**src/rtl/nn_pkg.sv**
```systemverilog
// Shared types and helpers for the logit argmax block.
// Exports: state_t (IDLE/SCAN/DONE) and idx_w() to size class indices.
// No ports; imported by the interface, the compare cell and the top.
package nn_pkg;

  typedef enum logic [1:0] {
    IDLE = 2'd0,
    SCAN = 2'd1,
    DONE = 2'd2
  } state_t;

  // Index width for n classes; never narrower than one bit so that a
  // single-class build still has a legal index port.
  function automatic int idx_w(input int n);
    return (n <= 2) ? 1 : $clog2(n);
  endfunction

endpackage

```
**src/rtl/logit_argmax_if.sv**
```systemverilog
// Request/result bundle for logit_argmax.
// master: drives start/logits, observes busy/done and the results.
// slave : the argmax engine side.
interface logit_argmax_if
  import nn_pkg::*;
#(
  parameter int NUM_CLASSES = 10,
  parameter int DATA_W      = 16
);
  localparam int IDX_W = idx_w(NUM_CLASSES);

  logic                          start;
  logic [NUM_CLASSES*DATA_W-1:0] logits;
  logic                          busy;
  logic                          done;
  logic [IDX_W-1:0]              class_idx;
  logic [DATA_W-1:0]             max_val;
  logic [IDX_W-1:0]              second_idx;
  logic [DATA_W-1:0]             second_val;
  logic [DATA_W-1:0]             margin;

  modport master (
    output start, logits,
    input  busy, done, class_idx, max_val, second_idx, second_val, margin
  );

  modport slave (
    input  start, logits,
    output busy, done, class_idx, max_val, second_idx, second_val, margin
  );

endinterface

```
**src/rtl/logit_cmp.sv**
```systemverilog
// Strict greater-than compare of two logits, signed or unsigned.
// Ports: a, b (DATA_W each) in; a_gt_b out, purely combinational.
// SIGNED_CMP=1 treats operands as two's complement, 0 as unsigned.
module logit_cmp #(
  parameter int DATA_W     = 16,
  parameter int SIGNED_CMP = 1
) (
  input  logic [DATA_W-1:0] a,
  input  logic [DATA_W-1:0] b,
  output logic              a_gt_b
);

  if (SIGNED_CMP != 0) begin : g_signed
    assign a_gt_b = $signed(a) > $signed(b);
  end else begin : g_unsigned
    assign a_gt_b = a > b;
  end

endmodule

```
**src/rtl/logit_argmax.sv**
```systemverilog
// Sequential argmax over NUM_CLASSES packed logits, one class per cycle.
// Ports: clk, rst (sync, active-high), bus (logit_argmax_if.slave):
//   start/logits in; busy, done, class_idx, max_val, second_idx,
//   second_val, margin out. done arrives NUM_CLASSES cycles after start.
// Optional runner-up/margin tracking: define LOGIT_ARGMAX_TOP2_EN.
module logit_argmax
  import nn_pkg::*;
#(
  parameter int NUM_CLASSES = 10,
  parameter int DATA_W      = 16,
  parameter int SIGNED_CMP  = 1
) (
  input  logic          clk,
  input  logic          rst,
  logit_argmax_if.slave bus
);

  localparam int               IDX_W    = idx_w(NUM_CLASSES);
  localparam logic [IDX_W-1:0] LAST_IDX = IDX_W'(NUM_CLASSES - 1);

  state_t                        state, state_nxt;
  logic [NUM_CLASSES*DATA_W-1:0] snap;
  logic [IDX_W-1:0]              scan_idx;
  logic [DATA_W-1:0]             cur_val;
  logic                          cur_gt_best;
  logic                          accept;
  logic                          finish;

  logic [IDX_W-1:0]  best_idx, best_idx_nxt;
  logic [DATA_W-1:0] best_val, best_val_nxt;
  logic [IDX_W-1:0]  class_idx_q;
  logic [DATA_W-1:0] max_val_q;

  assign accept  = (state == IDLE) && bus.start;
  assign cur_val = snap[int'(scan_idx)*DATA_W +: DATA_W];

  logit_cmp #(
    .DATA_W     (DATA_W),
    .SIGNED_CMP (SIGNED_CMP)
  ) u_cmp_best (
    .a      (cur_val),
    .b      (best_val),
    .a_gt_b (cur_gt_best)
  );

  // ---------------- FSM ----------------
  always_ff @(posedge clk) begin
    if (rst) state <= IDLE;
    else     state <= state_nxt;
  end

  always_comb begin
    state_nxt = state;
    case (state)
      IDLE:    if (bus.start) state_nxt = (NUM_CLASSES == 1) ? DONE : SCAN;
      SCAN:    if (scan_idx == LAST_IDX) state_nxt = DONE;
      DONE:    state_nxt = IDLE;
      default: state_nxt = IDLE;
    endcase
  end

  // Results are latched on the edge that enters DONE, so they become
  // visible exactly in the done cycle and hold until the next one.
  assign finish = (state != DONE) && (state_nxt == DONE);

  // ---------------- running best ----------------
  always_comb begin
    best_idx_nxt = best_idx;
    best_val_nxt = best_val;
    if (accept) begin
      // Class 0 is taken straight from the input bus: the snapshot is
      // being written on the same edge.
      best_idx_nxt = '0;
      best_val_nxt = bus.logits[DATA_W-1:0];
    end else if (state == SCAN && cur_gt_best) begin
      best_idx_nxt = scan_idx;
      best_val_nxt = cur_val;
    end
  end

  // Snapshot only on an accepted start; never written during a scan.
  always_ff @(posedge clk) begin
    if (!rst && accept) snap <= bus.logits;
  end

  always_ff @(posedge clk) begin
    if (rst) begin
      scan_idx    <= '0;
      best_idx    <= '0;
      best_val    <= '0;
      class_idx_q <= '0;
      max_val_q   <= '0;
    end else begin
      best_idx <= best_idx_nxt;
      best_val <= best_val_nxt;
      if (accept)             scan_idx <= IDX_W'(1);
      else if (state == SCAN) scan_idx <= scan_idx + IDX_W'(1);
      if (finish) begin
        class_idx_q <= best_idx_nxt;
        max_val_q   <= best_val_nxt;
      end
    end
  end

  assign bus.busy      = (state != IDLE);
  assign bus.done      = (state == DONE);
  assign bus.class_idx = class_idx_q;
  assign bus.max_val   = max_val_q;

  // ---------------- runner-up and margin ----------------
`ifdef LOGIT_ARGMAX_TOP2_EN
  localparam logic [DATA_W-1:0] MIN_VAL =
    (SIGNED_CMP != 0) ? (DATA_W'(1) << (DATA_W - 1)) : '0;

  logic [IDX_W-1:0]  sec_idx, sec_idx_nxt;
  logic [DATA_W-1:0] sec_val, sec_val_nxt;
  logic              cur_gt_sec;
  logic [DATA_W:0]   diff;
  logic [DATA_W-1:0] margin_nxt;
  logic [IDX_W-1:0]  second_idx_q;
  logic [DATA_W-1:0] second_val_q;
  logic [DATA_W-1:0] margin_q;

  logit_cmp #(
    .DATA_W     (DATA_W),
    .SIGNED_CMP (SIGNED_CMP)
  ) u_cmp_sec (
    .a      (cur_val),
    .b      (sec_val),
    .a_gt_b (cur_gt_sec)
  );

  always_comb begin
    sec_idx_nxt = sec_idx;
    sec_val_nxt = sec_val;
    if (accept) begin
      sec_idx_nxt = '0;
      sec_val_nxt = MIN_VAL;
    end else if (state == SCAN) begin
      if (cur_gt_best) begin
        // Dethroned best becomes the runner-up.
        sec_idx_nxt = best_idx;
        sec_val_nxt = best_val;
      end else if (cur_gt_sec) begin
        sec_idx_nxt = scan_idx;
        sec_val_nxt = cur_val;
      end
    end
  end

  // One extra bit holds the full difference; a set top bit means the
  // result does not fit DATA_W unsigned and is clamped to all-ones.
  always_comb begin
    if (SIGNED_CMP != 0)
      diff = {best_val_nxt[DATA_W-1], best_val_nxt} - {sec_val_nxt[DATA_W-1], sec_val_nxt};
    else
      diff = {1'b0, best_val_nxt} - {1'b0, sec_val_nxt};
    margin_nxt = diff[DATA_W] ? '1 : diff[DATA_W-1:0];
  end

  always_ff @(posedge clk) begin
    if (rst) begin
      sec_idx      <= '0;
      sec_val      <= '0;
      second_idx_q <= '0;
      second_val_q <= '0;
      margin_q     <= '0;
    end else begin
      sec_idx <= sec_idx_nxt;
      sec_val <= sec_val_nxt;
      if (finish) begin
        second_idx_q <= sec_idx_nxt;
        second_val_q <= sec_val_nxt;
        margin_q     <= margin_nxt;
      end
    end
  end

  assign bus.second_idx = second_idx_q;
  assign bus.second_val = second_val_q;
  assign bus.margin     = margin_q;
`else
  assign bus.second_idx = '0;
  assign bus.second_val = '0;
  assign bus.margin     = '0;
`endif

endmodule

```
**src/flat_wrapper.sv**
```systemverilog
// flat-port wrapper written by rule: the top's interface ports become plain ports
module logit_argmax_flat import nn_pkg::*;
#(
  parameter int NUM_CLASSES = 10,
  parameter int DATA_W      = 16,
  parameter int SIGNED_CMP  = 1
)
  (clk, rst, bus_start, bus_logits, bus_busy, bus_done, bus_class_idx, bus_max_val, bus_second_idx, bus_second_val, bus_margin);
  logit_argmax_if #(.NUM_CLASSES(NUM_CLASSES), .DATA_W(DATA_W)) bus_i ();
  input  logic clk;
  input  logic rst;
  input wire logic [$bits(bus_i.start)-1:0] bus_start;
  input wire logic [$bits(bus_i.logits)-1:0] bus_logits;
  output wire logic [$bits(bus_i.busy)-1:0] bus_busy;
  output wire logic [$bits(bus_i.done)-1:0] bus_done;
  output wire logic [$bits(bus_i.class_idx)-1:0] bus_class_idx;
  output wire logic [$bits(bus_i.max_val)-1:0] bus_max_val;
  output wire logic [$bits(bus_i.second_idx)-1:0] bus_second_idx;
  output wire logic [$bits(bus_i.second_val)-1:0] bus_second_val;
  output wire logic [$bits(bus_i.margin)-1:0] bus_margin;
  assign bus_i.start = bus_start;
  assign bus_i.logits = bus_logits;
  assign bus_busy = bus_i.busy;
  assign bus_done = bus_i.done;
  assign bus_class_idx = bus_i.class_idx;
  assign bus_max_val = bus_i.max_val;
  assign bus_second_idx = bus_i.second_idx;
  assign bus_second_val = bus_i.second_val;
  assign bus_margin = bus_i.margin;
  logit_argmax #(.NUM_CLASSES(NUM_CLASSES), .DATA_W(DATA_W), .SIGNED_CMP(SIGNED_CMP)) u_core (.clk(clk), .rst(rst), .bus(bus_i));
endmodule
```
**config.mk**
```make
export PLATFORM = sky130hd
export DESIGN_NAME = logit_argmax_flat
export DESIGN_NICKNAME = d
export VERILOG_FILES = /design/src/rtl/nn_pkg.sv /design/src/rtl/logit_argmax_if.sv /design/src/rtl/logit_cmp.sv /design/src/rtl/logit_argmax.sv /design/src/flat_wrapper.sv
export SDC_FILE = /design/constraint.sdc
export NUM_CORES = 1
export LEC_CHECK = 0
export ABC_AREA = 1
export CAP_MARGIN = 20
export CORE_MARGIN = 4
export CORE_UTILIZATION = 38
export DETAILED_ROUTE_END_ITERATION = 8
export GPL_TIMING_DRIVEN = 1
export PLACE_DENSITY = 0.66
export SYNTH_ARGS = -nofsm -noshare
export SYNTH_HDL_FRONTEND = slang
export SYNTH_HIERARCHICAL = 1
export SYNTH_SLANG_ARGS = --single-unit
```
**constraint.sdc**
```tcl
create_clock -name clk -period 8.95 [get_ports clk]
set_input_delay 1.79 -clock clk [delete_from_list [all_inputs] [get_ports clk]]
set_output_delay 1.79 -clock clk [all_outputs]
set_load 0.05 [all_outputs]
```
==> results_dict.tcl <==
set metrics [dict create \
    final_util 0.497 \
    clock_skew_ps 21.9 \
    vias_per_cell 4.65 \
    synth_cell_type_count 26 \
    wire_per_inst_um 16.3 \
    cts_tree "yes" \
    ys_seq_elements 206 \
    core_area_um2 24400 \
    pwr-share-seq 0.464 \
    p_int_mw 1.77 \
    grt_max_degree 86 \
    die_h_um 166 \
    syn_area_um2 9450 \
    fin_crit_ps 4310 \
    slowest_delay_ps 950 \
    final_area_um2 12100 \
    antenna_found_initial 1 \
    setup_tns_ps 0 \
    finalHoldViolations 0 \
    synth.avg_cell_area_um2 9.18 \
    firstDrtPassIters 4 \
    p_leak_nw 5.23 \
    drc 0 \
    ir_drop_mv 0.117 \
    clockPowerShare 0.376 \
    startpoint "u_core/scan_idx[0]" \
    hold_path.class "flip-flop to flip-flop" \
    place_congestion 0.891 \
    setup_viol 0 \
    hold_buffers 0 \
    ys_warn_count 6 \
    min_from "u_core/best_idx[0]" \
    fin_crit_sh 0.482 \
    crit_top_cell "nand2_1" \
    relSlewSlack 0.298 \
    dp_cells 1498 \
    synth_compound_gate_area_share 0.0324 \
    worst_setup_path_end_kind "flip-flop" \
    crit_required_ps 9340 \
    htreeDepth 1 \
    final_cells 1541 \
    io_buffers 184 \
    synth_xor_area_frac 0.000927 \
    hpwl_um 17700 \
    synthTopCellsByArea "edfxtp_1, nand2_1, dfxtp_1, nand3_1, inv_1" \
    netlist.top_cell.by_area "edfxtp_1" \
    arrival_ps 4710 \
    fmax_ghz 0.232 \
    synth_edf_count 160 \
    areaGrowthSynthToFinish_pct 28.3 \
    synth_flop_cell "edfxtp_1" \
    grt_setup_unrepaired "false" \
    first_iter_violations 543 \
    critPathKind "flip-flop to flip-flop" \
    async_flop_share 0 \
    synth_top_family_by_area "simple AND/OR/NAND/NOR gates" \
    power.switching_mw 0.637 \
    initial_core_util 0.388 \
    die-area_um2 27500 \
    ys_seq_area_frac 0.606 \
    clkLatencyLatePin_ps 510 \
    fillerInstances 2293 \
    ant_nets 0 \
    timing.rr.start "u_core/scan_idx[0]" \
    cts_setup_buffers 0 \
    p_comb_frac 0.160 \
    top_level_ports 221 \
    synthSimpleGateAreaFrac 0.221 \
    finalMaxSlewViolations 0 \
    wl_um 25100 \
    worstSetupStartpointType "flip-flop" \
    finalNetCount 1380 \
    worst-path-max-fanout 85 \
    synthCells 1030 \
    drive_gt1_frac 0.0461 \
    grt-ovfl-total 0 \
    track_usage 0.177 \
    cts.path.max_buffers 3 \
    cts_resized 0 \
    synthAdderAreaFrac 0.0238 \
    power_density_nw_per_um2 199 \
    grt_first_pass_wirelength_um 38600 \
    grt_pass1_vias 7017 \
    netlist.area_leader.share 0.508 \
    status "finished clean" \
    num_rows 57 \
    vias 7162 \
    cts.clk_slew.worst_paths_ps 60 \
    cts_made_buffers 23 \
    dpl_cell_area_um2 11400 \
    fp.dieW_um 166 \
    yosysMostFrequentCell "nand2_1" \
    slowest_stage "dfxtp_4" \
    synthMuxAreaShare 0 \
    root_buffer "clkbuf_16" \
    max_cap_viol_count 0 \
    worst_slew_pin_slew_ps 1050 \
    ys_top_cells_by_count "nand2_1, edfxtp_1, inv_1" \
    clkSinkCount 206 \
    swShare 0.264 \
]
==> final cells by class <==
class	count	area, µm²	area share
antenna	1	2.50	0.000206
clock buffer	28	604	0.0498
clock inverter	14	121	0.0100
inverter	160	603	0.0497
multi-input combinational	619	2780	0.229
sequential	206	5730	0.473
tap	324	405	0.0334
timing repair buffer	189	1880	0.155
==> cells in the final DEF (no fill, tap or decap), drive strengths merged, types with 2 or more instances in the layout <==
cell           instances
a21oi                 32
buf                    5
nor3                   3
inv                  161
clkdlybuf4s50        184
conb                  36
clkinvlp               2
nand2                316
clkinv                 9
dfxtp                 46
o21ai                 26
bufinv                 2
edfxtp               160
nor2                  51
nand3                133
ha                    18
clkbuf                28
==> critical path, delay by kind of cell (launching register included) <==
kind                     cells  cell delay (ps)
AND/OR/NAND/NOR             19             1770
flip-flops                   1              950
buffers and inverters        4              920
adder cells (fa/ha/maj)      1              320
AO/OA/AOI/OAI                1              140
==> worst paths after layout <==
| kind | to | slack (ps) | depth (start not counted) |
|---|---|---|---|
| worst max-delay path | u_core/bus.max_val[5] | 4640 | 25 |
| worst min-delay path | u_core/best_idx[0] | 510 | 2 |
| worst max register to register | u_core/bus.max_val[5] | 4640 | 25 |
| worst min register to register | u_core/best_idx[0] | 510 | 2 |
==> cells by family (layout without fill, tap and decap cells) <==
group | count (synthesis) | after routing
other cells | 1 | 37
buf+inv | 240 | 391
simple gates | 504 | 504
xor+xnor | 1 | 1
compound gates | 60 | 60
flops | 206 | 206
fa+ha+maj | 18 | 18
==> metal layers <==
layer | GRT usage | routed length, µm | vias up
met4 | 0.0638 | 841 | 0
met5 | 0 | 0 | -
met2 | 0.296 | 11900 | 254
li1 | - | - | 3565
met1 | 0.230 | 10700 | 3305
met3 | 0.0353 | 1630 | 38
==> power by group through the flow <==
stage | clock, mW | sequential, mW | combinational (mW)
2_1_floorplan | 0 | 1.12 | 0.275
5_1_grt | 0.963 | 1.12 | 0.433
4_1_cts | 0.933 | 1.12 | 0.389
3_5_place_dp | 0 | 1.14 | 0.386
3_3_place_gp | 0 | 1.14 | 0.382
6_report | 0.907 | 1.12 | 0.385
==> state kept, by name (all words and copies together), names as in the netlist <==
| name | count |
|---|---|
| u_core/snap | 160 |
| u_core/best_idx | 4 |
| u_core/scan_idx | 4 |
| u_core/bus.class_idx | 4 |
| u_core/bus.max_val | 16 |
| u_core/best_val | 16 |
| u_core/state | 2 |
==> stage by stage <==
| step | worst slack, ps | power [mW] | hold slack (ps) |
|---|---|---|---|
| floorplan | 2170 | 1.40 | 460 |
| global placement | 4180 | 1.52 | 487 |
| detailed placement | 4120 | 1.52 | 497 |
| CTS | 4540 | 2.44 | 513 |
| global route | 4100 | 2.52 | 543 |
| finish | 4640 | 2.41 | 505 |
(Power assumes the default switching activity.)
